<file path="config.mk">
export PLATFORM = sky130hd
export DESIGN_NAME = ps2_debounce_flat
export DESIGN_NICKNAME = d
export VERILOG_FILES = /design/src/rtl/ps2_debounce_if.sv /design/src/rtl/ps2_debounce.sv /design/src/flat_wrapper.sv
export SDC_FILE = /design/constraint.sdc
export NUM_CORES = 1
export LEC_CHECK = 0
export ABC_CLOCK_PERIOD_IN_PS = 2900
export CAP_MARGIN = 10
export CORE_MARGIN = 5
export CORE_UTILIZATION = 45
export CTS_BUF_LIST = sky130_fd_sc_hd__clkbuf_2 sky130_fd_sc_hd__clkbuf_4 sky130_fd_sc_hd__clkbuf_8
export DETAILED_ROUTE_END_ITERATION = 16
export GPL_ROUTABILITY_DRIVEN = 0
export PLACE_DENSITY = 0.68
export SLEW_MARGIN = 20
export SYNTH_ARGS = -nofsm -noshare
export SYNTH_HDL_FRONTEND = slang
export SYNTH_SLANG_ARGS = --single-unit
export TNS_END_PERCENT = 50
</file>
<file path="constraint.sdc">
create_clock -name clk -period 2.9 [get_ports clk]
set_input_delay 0.58 -clock clk [delete_from_list [all_inputs] [get_ports clk]]
set_output_delay 0.58 -clock clk [all_outputs]
set_load 0.02 [all_outputs]
</file>
<file path="src/rtl/ps2_debounce_if.sv">
// ps2_debounce_if: bundle of the two raw PS/2 lines and their debounced copies.
//   btn_in_1  : raw channel 1 (PS/2 clock line), asynchronous to clk
//   btn_in_2  : raw channel 2 (PS/2 data line), asynchronous to clk
//   btn_out_1 : debounced channel 1, registered
//   btn_out_2 : debounced channel 2, registered
// master drives the raw lines and observes the outputs; slave is the debouncer.
interface ps2_debounce_if;
    logic btn_in_1;
    logic btn_in_2;
    logic btn_out_1;
    logic btn_out_2;

    modport master (
        output btn_in_1,
        output btn_in_2,
        input  btn_out_1,
        input  btn_out_2
    );

    modport slave (
        input  btn_in_1,
        input  btn_in_2,
        output btn_out_1,
        output btn_out_2
    );
endinterface

</file>
<file path="src/rtl/ps2_debounce.sv">
// ps2_debounce: two independent debounce channels for the PS/2 clock and data lines.
// Each channel is a 2-flop synchronizer, a saturating-free run-length counter and an
// output register. The output follows the synchronized input only after the input
// has differed from the output for STABLE_COUNT consecutive cycles.
// Ports:
//   clk : single clock, all state on rising edge
//   rst : asynchronous active-high reset, forces everything to the idle level
//   bus : slave side of ps2_debounce_if (btn_in_1/2 raw, btn_out_1/2 debounced)
module ps2_debounce #(
    parameter int unsigned STABLE_COUNT = 19,
    parameter logic        RESET_LEVEL  = 1'b1
) (
    input  logic          clk,
    input  logic          rst,
    ps2_debounce_if.slave bus
);

    localparam int unsigned N_CH  = 2;
    localparam int unsigned CNT_W = (STABLE_COUNT > 1) ? $clog2(STABLE_COUNT + 1) : 1;
    // The counter reaching this value means the next edge completes the run.
    localparam logic [CNT_W-1:0] CNT_LAST = CNT_W'(STABLE_COUNT - 1);

    if (STABLE_COUNT < 1 || STABLE_COUNT > 255) begin : g_bad_stable_count
        $error("ps2_debounce: STABLE_COUNT must be in 1..255");
    end

    logic [N_CH-1:0]            raw;
    logic [N_CH-1:0]            meta_q;
    logic [N_CH-1:0]            sync_q;
    logic [N_CH-1:0]            out_q;
    logic [N_CH-1:0]            out_d;
    logic [N_CH-1:0][CNT_W-1:0] cnt_q;
    logic [N_CH-1:0][CNT_W-1:0] cnt_d;

    assign raw = {bus.btn_in_2, bus.btn_in_1};

    // Run-length qualification: any cycle where sync matches the output restarts the run.
    always_comb begin
        out_d = out_q;
        cnt_d = '0;
        for (int ch = 0; ch < N_CH; ch++) begin
            if (sync_q[ch] != out_q[ch]) begin
                if (cnt_q[ch] == CNT_LAST) begin
                    out_d[ch] = sync_q[ch];
                    cnt_d[ch] = '0;
                end else begin
                    cnt_d[ch] = cnt_q[ch] + CNT_W'(1);
                end
            end
        end
    end

    // Synchronizer, counter and output registers for both channels.
    always_ff @(posedge clk or posedge rst) begin
        if (rst) begin
            meta_q <= {N_CH{RESET_LEVEL}};
            sync_q <= {N_CH{RESET_LEVEL}};
            out_q  <= {N_CH{RESET_LEVEL}};
            cnt_q  <= '0;
        end else begin
            meta_q <= raw;
            sync_q <= meta_q;
            out_q  <= out_d;
            cnt_q  <= cnt_d;
        end
    end

    assign bus.btn_out_1 = out_q[0];
    assign bus.btn_out_2 = out_q[1];

endmodule

</file>
<file path="src/flat_wrapper.sv">
// flat-port wrapper written by rule: the top's interface ports become plain ports
module ps2_debounce_flat 
#(
    parameter int unsigned STABLE_COUNT = 19,
    parameter logic        RESET_LEVEL  = 1'b1
)
  (clk, rst, bus_btn_in_1, bus_btn_in_2, bus_btn_out_1, bus_btn_out_2);
  ps2_debounce_if bus_i ();
  input  logic clk;
  input  logic rst;
  input wire logic [$bits(bus_i.btn_in_1)-1:0] bus_btn_in_1;
  input wire logic [$bits(bus_i.btn_in_2)-1:0] bus_btn_in_2;
  output wire logic [$bits(bus_i.btn_out_1)-1:0] bus_btn_out_1;
  output wire logic [$bits(bus_i.btn_out_2)-1:0] bus_btn_out_2;
  assign bus_i.btn_in_1 = bus_btn_in_1;
  assign bus_i.btn_in_2 = bus_btn_in_2;
  assign bus_btn_out_1 = bus_i.btn_out_1;
  assign bus_btn_out_2 = bus_i.btn_out_2;
  ps2_debounce #(.STABLE_COUNT(STABLE_COUNT), .RESET_LEVEL(RESET_LEVEL)) u_core (.clk(clk), .rst(rst), .bus(bus_i));
endmodule
</file>
==> out/results.ini, run 1 <==
[run_status]
status=finished clean

[routing]
drc_errors=0
drt-met1-wl_um=426
wl_per_cell_um=11.5
first_pass_iters=3
highest_layer=met4
initialDrtViolationCount=2
ant_nets=0
wl_met3_um=48
routed_via_density=4.86
wirelength_um=885
met2WireLength_um=362
vias=374

[sta]
holdWs_ns=0.361
finalHoldViolations=0
rsz0062_at_grt=no
period_needed_ns=2.02
finalSetupViolations=0
worst_pin_slew_ns=0.585
relSlewSlack=0.610
max_freq_mhz=496
finClkSkew_ns=0.00522
period_share=0.696
tns_ns=0
slew_violations=0

[final_layout]
register_area_um2=408
fill_cells=131
syn2layout_area_growth_pct=15.9
drive_above_1_share=0.230
multi_input_area_um2=251
fin_nets=70
antenna_cells=0
finalNonFillerCells=77

[yosys]
yosys_warnings=0
yosysSeqAreaShare=0.608
avgSynthCellArea_um2=12.9
syn_nets=60
netlist_instances=52
netlist_area_um2=671
synthDistinctLibCells=15
synth-seq-cells=16

[global_route]
grt_antenna_before_repair=0
grt_pass1_wl_um=1640
grt_pass1_vias=376
grt_max_degree=17
track_usage=0.0920
overflow=0

[die]
core_area_mm2=0.00145
initial_core_util=0.461
die_x_um=48.6
dieArea_mm2=0.00236
num_rows=14
pin_count=6
die_h_um=48.6

[placed_design]
hpwl_um=635
placedCellCount=73
port_buffers=5

[min_path]
min_from=u_core.meta_q[1]
min_path_cells=0
min_to=u_core.sync_q[1]
hold_class=register to register

[worst_setup_path]
cp.depth=1
arrival_ns=1.44
crit_path_start_kind=register
r2r_slack_ns=1.61
worstPathCellList=clkdlybuf4s50_1
worst_path_max_delay_cell=clkdlybuf4s50_1
reg2reg_to=u_core.out_q[1]
critical_path.max_fanout=3
rr_startpoint=u_core.cnt_q[5]
cp.required_ns=2.32
slowest_delay_ns=0.60
crit_buf_inv=1
crit_type=register to primary output
reg2regPathDepth=5
crit_path_end_kind=primary output
critPathTopFamily=buffers and inverters

[cts]
insertion_delay_ns=0.29
cts-root-buf=clkbuf_4
clkTransAtPathRegs_ns=0.09
postCtsHoldBufs=0
clockBufferDepth=2
h-tree-depth=1
cts_made_buffers=3
cts.sinks=16
ctsResizeCount=0
post-cts-setup-buffer-count=0
tritoncts=built

[power]
power.density_mw_per_mm2=532
fin_total_pwr_mw=0.413
ir_drop_v=0.000300
p_leak_nw=0.363

[flow_run]
max-cap-violations=0

report_power, final:
part           leakage (nW)  total [mW]  switching (mW)  internal [mW]
clock network        0.0210       0.145          0.0686         0.0765
logic                 0.144      0.0250          0.0131         0.0119
registers             0.197       0.243         0.00841          0.235
total                 0.363       0.413          0.0901          0.323
per-layer routing:
layer / vias to the layer above / track usage
met5: - / 0
met4: 0 / 0.0942
met2: 10 / 0.117
met1: 173 / 0.121
met3: 5 / 0.0215
li1: 186 / -
cells by family (layout without fill, tap and decap cells):
kind of cell | count (synthesis) | in the layout | share of synthesized area
compound gates | 1 | 1 | 0.0187
xor+xnor | 8 | 8 | 0.104
fa+ha+maj | 4 | 4 | 0.0746
buf+inv | 3 | 12 | 0.0168
flops | 16 | 16 | 0.608
mux | 2 | 2 | 0.0392
simple gates | 18 | 18 | 0.138
cell usage after synthesis, drive strengths merged:
master | count | share of area
nor2 | 10 | 0.056
xnor2 | 2 | 0.026
nand2 | 1 | 0.0056
dfstp | 6 | 0.24
inv | 3 | 0.017
dfrtp | 10 | 0.37
o31ai | 1 | 0.019
nor3 | 1 | 0.0075
nand3 | 4 | 0.030
mux2 | 2 | 0.039
and4bb | 1 | 0.019
nand2b | 1 | 0.021
xor2 | 6 | 0.078
ha | 4 | 0.075
registers in the layout (all words and copies together), names as in the netlist:
register	flops
u_core.cnt_q	10
u_core.meta_q	2
u_core.out_q	2
u_core.sync_q	2
worst max path at each step:
stage                      end            start
6_report         bus_btn_out_1  u_core.out_q[0]
5_1_grt          bus_btn_out_2  u_core.out_q[1]
4_1_cts          bus_btn_out_1  u_core.out_q[0]
3_5_place_dp     bus_btn_out_1  u_core.out_q[0]
3_3_place_gp     bus_btn_out_1  u_core.out_q[0]
2_1_floorplan  u_core.out_q[1]  u_core.cnt_q[5]
metrics by stage:
step,util,cell area (um2),worst slack (ns)
4_1_cts,0.534,777,0.858
6_report,0.534,777,0.882
2_1_floorplan,-,671,1.70
3_5_place_dp,0.509,741,1.19
3_3_place_gp,0.509,741,1.20
5_1_grt,0.534,777,0.816
worst register-to-register path, stage by stage, from the launching register on:
cell and delay [ns]:
dfrtp_1 0.41, inv_1 0.07, ha_1 0.14, nand2_1 0.08, nor3_1 0.18, mux2_2 0.36
cell type report:
| class | instances | area share |
|---|---|---|
| clock buffer | 4 | 0.0467 |
| inverter | 3 | 0.0145 |
| multi-input combinational | 33 | 0.324 |
| sequential | 16 | 0.525 |
| tap | 16 | 0.0258 |
| timing repair buffer | 5 | 0.0644 |
placed cells by master (no fill, tap or decap), drive strengths merged, types with 2 or more instances in the layout:
| cell type | n |
|---|---|
| nor2 | 10 |
| nand3 | 4 |
| clkdlybuf4s50 | 5 |
| dfstp | 6 |
| ha | 4 |
| dfrtp | 10 |
| xnor2 | 2 |
| inv | 3 |
| mux2 | 2 |
| xor2 | 6 |
| clkbuf | 4 |
Power figures use the tool's default switching activity.
==> run 2, diff against run 1 <==
- ABC_CLOCK_PERIOD_IN_PS: 2900 -> 2100
- clock period: 2.9 -> 2.1 ns (I/O delays scaled with it)
==> run 2 against run 1 <==
  * Global-route usage shrank 0.58 points
  * Worst setup slack worse by 0.64 ns
  * Total power up 37%
  * Clock skew shrank 0.0027 ns
  * Critical endpoint unchanged
==> out/results.ini, run 2 (synthesized netlist as in run 1, its figures left out) <==
[sta]
period_share=0.885
rsz0062_at_grt=no
max_freq_mhz=538
tns_ns=0
finalHoldViolations=0
finalSetupViolations=0
slew_violations=0
finClkSkew_ns=0.00249
worst_pin_slew_ns=0.580
period_needed_ns=1.86
relSlewSlack=0.613

[worst_setup_path]
setup.worst_path.start=u_core.out_q[0]
slowest_delay_ns=0.60
crit_type=register to primary output
cp.required_ns=1.68
worst_path_max_delay_cell=clkdlybuf4s50_1
crit_path_end_kind=primary output
critPathTopFamily=buffers and inverters
r2r_slack_ns=0.83
endpoint=bus_btn_out_1
critical_path.max_fanout=3
reg2regPathDepth=5
worstPathCellList=clkdlybuf4s50_1
rr_startpoint=u_core.cnt_q[5]
crit_path_start_kind=register
arrival_ns=1.44
cp.depth=1
crit_buf_inv=1
reg2reg_to=u_core.out_q[1]

[die]
die_h_um=48.6
pin_count=6
initial_core_util=0.461
dieArea_mm2=0.00236
core_area_mm2=0.00145
die_x_um=48.6
num_rows=14

[cts]
cts.sinks=16
insertion_delay_ns=0.28
ctsResizeCount=0
cts-root-buf=clkbuf_4
tritoncts=built
post-cts-setup-buffer-count=0
h-tree-depth=1
clockBufferDepth=2
cts_made_buffers=3
postCtsHoldBufs=0
clkTransAtPathRegs_ns=0.09

[power]
ir_drop_v=0.000358
p_leak_nw=0.363
power.density_mw_per_mm2=729

[final_layout]
antenna_cells=0
fill_cells=137
fin_nets=70
post-route-util=0.534
largest_reg_flops=10
drive_above_1_share=0.230
syn2layout_area_growth_pct=15.9
top_register=u_core.cnt_q
final_cell_mix=nor2_1 (10), dfrtp_1 (10), xor2_1 (6), dfstp_2 (6), clkdlybuf4s50_1 (5)

[global_route]
overflow=0
grt_pass1_vias=368
grt_antenna_before_repair=0
grt_pass1_wl_um=1550
grt_max_degree=17
track_usage=0.0862

[routing]
routed_via_density=4.75
vias=366
initialDrtViolationCount=3
drc_errors=0
first_pass_iters=2
wirelength_um=816
wl_per_cell_um=10.6
ant_nets=0

[placed_design]
hpwl_um=606
port_buffers=5

[flow_run]
max-cap-violations=0

[min_path]
hold_class=register to register
min_from=u_core.meta_q[1]

[run_status]
status=finished clean

[run 2: cell counts in the layout (fill, tap and decap cells not counted)]
No cell type changed its count.
[run 2: how the worst min path moves through the flow]
stage / slack (ns) / cells after the start / to
final: 0.36 / 0 / u_core.sync_q[1]
after detailed placement: 0.35 / 0 / u_core.sync_q[1]
after floorplan: 0.33 / 1 / u_core.cnt_q[0]
after global routing: 0.37 / 0 / u_core.sync_q[1]
after global placement: 0.35 / 0 / u_core.sync_q[1]
after CTS: 0.36 / 0 / u_core.sync_q[1]
[run 2: where the power goes]
part | leakage [nW] | internal (mW) | total [mW] | switching (mW)
clock network | 0.0210 | 0.105 | 0.197 | 0.0911
logic | 0.144 | 0.0164 | 0.0344 | 0.0179
registers | 0.197 | 0.324 | 0.335 | 0.0110
[run 2: stage by stage]
step | total power [mW] | setup slack, ns | instance area, um2 | hold slack [ns] | std cells
2_1_floorplan | 0.364 | 0.902 | 671 | 0.329 | 52
3_3_place_gp | 0.376 | 0.561 | 741 | 0.347 | 73
3_5_place_dp | 0.376 | 0.546 | 741 | 0.350 | 73
4_1_cts | 0.579 | 0.219 | 777 | 0.363 | 77
5_1_grt | 0.601 | 0.175 | 777 | 0.373 | 77
6_report | 0.566 | 0.242 | 777 | 0.361 | 77
[run 2: final cells by class]
type / count / area (um2) / share of cell area
inverter: 3 / 11.3 / 0.0145
sequential: 16 / 408 / 0.525
multi-input combinational: 33 / 251 / 0.324
tap: 16 / 20.0 / 0.0258
timing repair buffer: 5 / 50.0 / 0.0644
clock buffer: 4 / 36.3 / 0.0467
[run 2: metal layers]
layer  global-route usage  wire, um  vias to the layer above
met5                    0         0                        -
met4               0.0942        39                        0
met3               0.0215        44                        4
met2               0.0978       319                        9
met1                0.120       412                      167
li1                     -         -                      186
==> run 3, diff against run 2 <==
- CELL_PAD_IN_SITES_DETAIL_PLACEMENT: not set -> 0
- CELL_PAD_IN_SITES_GLOBAL_PLACEMENT: not set -> 1
- CTS_CLUSTER_SIZE: not set -> 20
- PLACE_DENSITY: 0.68 -> 0.79
==> run 3 against run 2 <==
  * Global-route usage grew 1.4 points
  * Maximum frequency down 0.39%
  * Worst setup slack got worse by 0.0072 ns
  * Hold slack worse by 0.0013 ns
  * Clock power shrank 8%
  * Die area stayed put
  * Critical path depth did not move
  * Cell area down 0.81%
  * Clock skew grew 0.0044 ns
  * Combinational power grew 2%
  * First-iteration DRC count increased by 67%
  * Routed wire length grew 20%
  * Critical path type unchanged
  * Critical endpoint unchanged
  * Largest cell class unchanged
  * Largest power group unchanged
==> out/results.ini, run 3 (synthesized netlist as in run 1, its figures left out) <==
[run_status]
status=finished clean

[cts]
postCtsHoldBufs=0
cts.sinks=16
post-cts-setup-buffer-count=0
clockBufferDepth=2
h-tree-depth=1
ctsResizeCount=0
cts-root-buf=clkbuf_4
clkTransAtPathRegs_ns=0.09
cts_made_buffers=3
insertion_delay_ns=0.28
tritoncts=built

[worst_setup_path]
worstPathCellList=clkdlybuf4s50_1
worst_path_max_delay_cell=clkdlybuf4s50_1
crit_type=register to primary output
critical_path.max_fanout=3
crit_path_end_kind=primary output
r2r_slack_ns=0.79
critPathTopFamily=buffers and inverters
crit_path_start_kind=register
cp.required_ns=1.68
arrival_ns=1.44
crit_buf_inv=1
slowest_delay_ns=0.60

[sta]
slew_violations=0
worst_pin_slew_ns=0.576
period_needed_ns=1.86
finalSetupViolations=0
holdWs_ns=0.360
finalHoldViolations=0
tns_ns=0
rsz0062_at_grt=no
finClkSkew_ns=0.00692
relSlewSlack=0.616
max_freq_mhz=536
period_share=0.888

[global_route]
globalRouteMet1Util=0.119
track_usage=0.100
grt_antenna_before_repair=0
overflow=0
grt_pass1_wl_um=1810
met2_usage=0.157
grt.busiest_layer=met2
grt_use_met3=0.0368
grt_max_degree=17
grt_pass1_vias=417

[die]
dieArea_mm2=0.00236
pin_count=6
num_rows=14
initial_core_util=0.461
die_x_um=48.6
die_h_um=48.6
core_area_mm2=0.00145

[routing]
routed_via_density=4.92
vias=379
wirelength_um=979
wl_per_cell_um=12.7
initialDrtViolationCount=5
drc_errors=0
first_pass_iters=3
ant_nets=0

[power]
ir_drop_v=0.000369
power.density_mw_per_mm2=717
p_leak_nw=0.360

[final_layout]
largest_reg_flops=10
fill_cells=133
final_cell_mix=nor2_1 (10), dfrtp_1 (10), xor2_1 (6), dfstp_2 (6), clkdlybuf4s50_1 (5)
multi_input_area_um2=251
finalNonFillerCells=77
syn2layout_area_growth_pct=14.9
register_area_um2=408
fin_nets=70
antenna_cells=0
top_register=u_core.cnt_q
drive_above_1_share=0.230

[placed_design]
port_buffers=5
hpwl_um=686
placedCellCount=73

[flow_run]
max-cap-violations=0

[min_path]
hold_class=register to register

[run 3: routing by layer]
metal | up-vias | wire (um)
met2 | 7 | 454
met5 | - | 0
met3 | 2 | 49
met1 | 185 | 461
li1 | 185 | -
met4 | 0 | 14
[run 3: worst paths after layout]
kind / start / endpoint / cells past startpoint
setup / recovery: u_core.out_q[0] / bus_btn_out_1 / 1
hold reg to reg: u_core.meta_q[0] / u_core.sync_q[0] / 0
hold / removal: u_core.meta_q[0] / u_core.sync_q[0] / 0
max in group asynchronous: rst / u_core.meta_q[1] / 2
min in group asynchronous: rst / u_core.cnt_q[0] / 2
setup reg to reg: u_core.cnt_q[5] / u_core.out_q[1] / 5
[run 3: through the flow]
stage	power, mW	utilization	setup slack, ns	instance area (um2)
after floorplan	0.364	-	0.902	671
after global placement	0.376	0.509	0.560	741
after detailed placement	0.378	0.509	0.548	741
after CTS	0.559	0.530	0.221	771
after global routing	0.582	0.530	0.192	771
final	0.553	0.530	0.235	771
[run 3: cell type report]
cell class / count / share of cell area
tap: 16 / 0.0260
clock buffer: 4 / 0.0390
sequential: 16 / 0.529
multi-input combinational: 33 / 0.326
inverter: 3 / 0.0146
timing repair buffer: 5 / 0.0649
[run 3: power breakdown]
group	internal, mW	switching (mW)	total (mW)
clock network	0.0867	0.0941	0.181
registers	0.325	0.0126	0.337
logic	0.0166	0.0185	0.0351
total	0.428	0.125	0.553
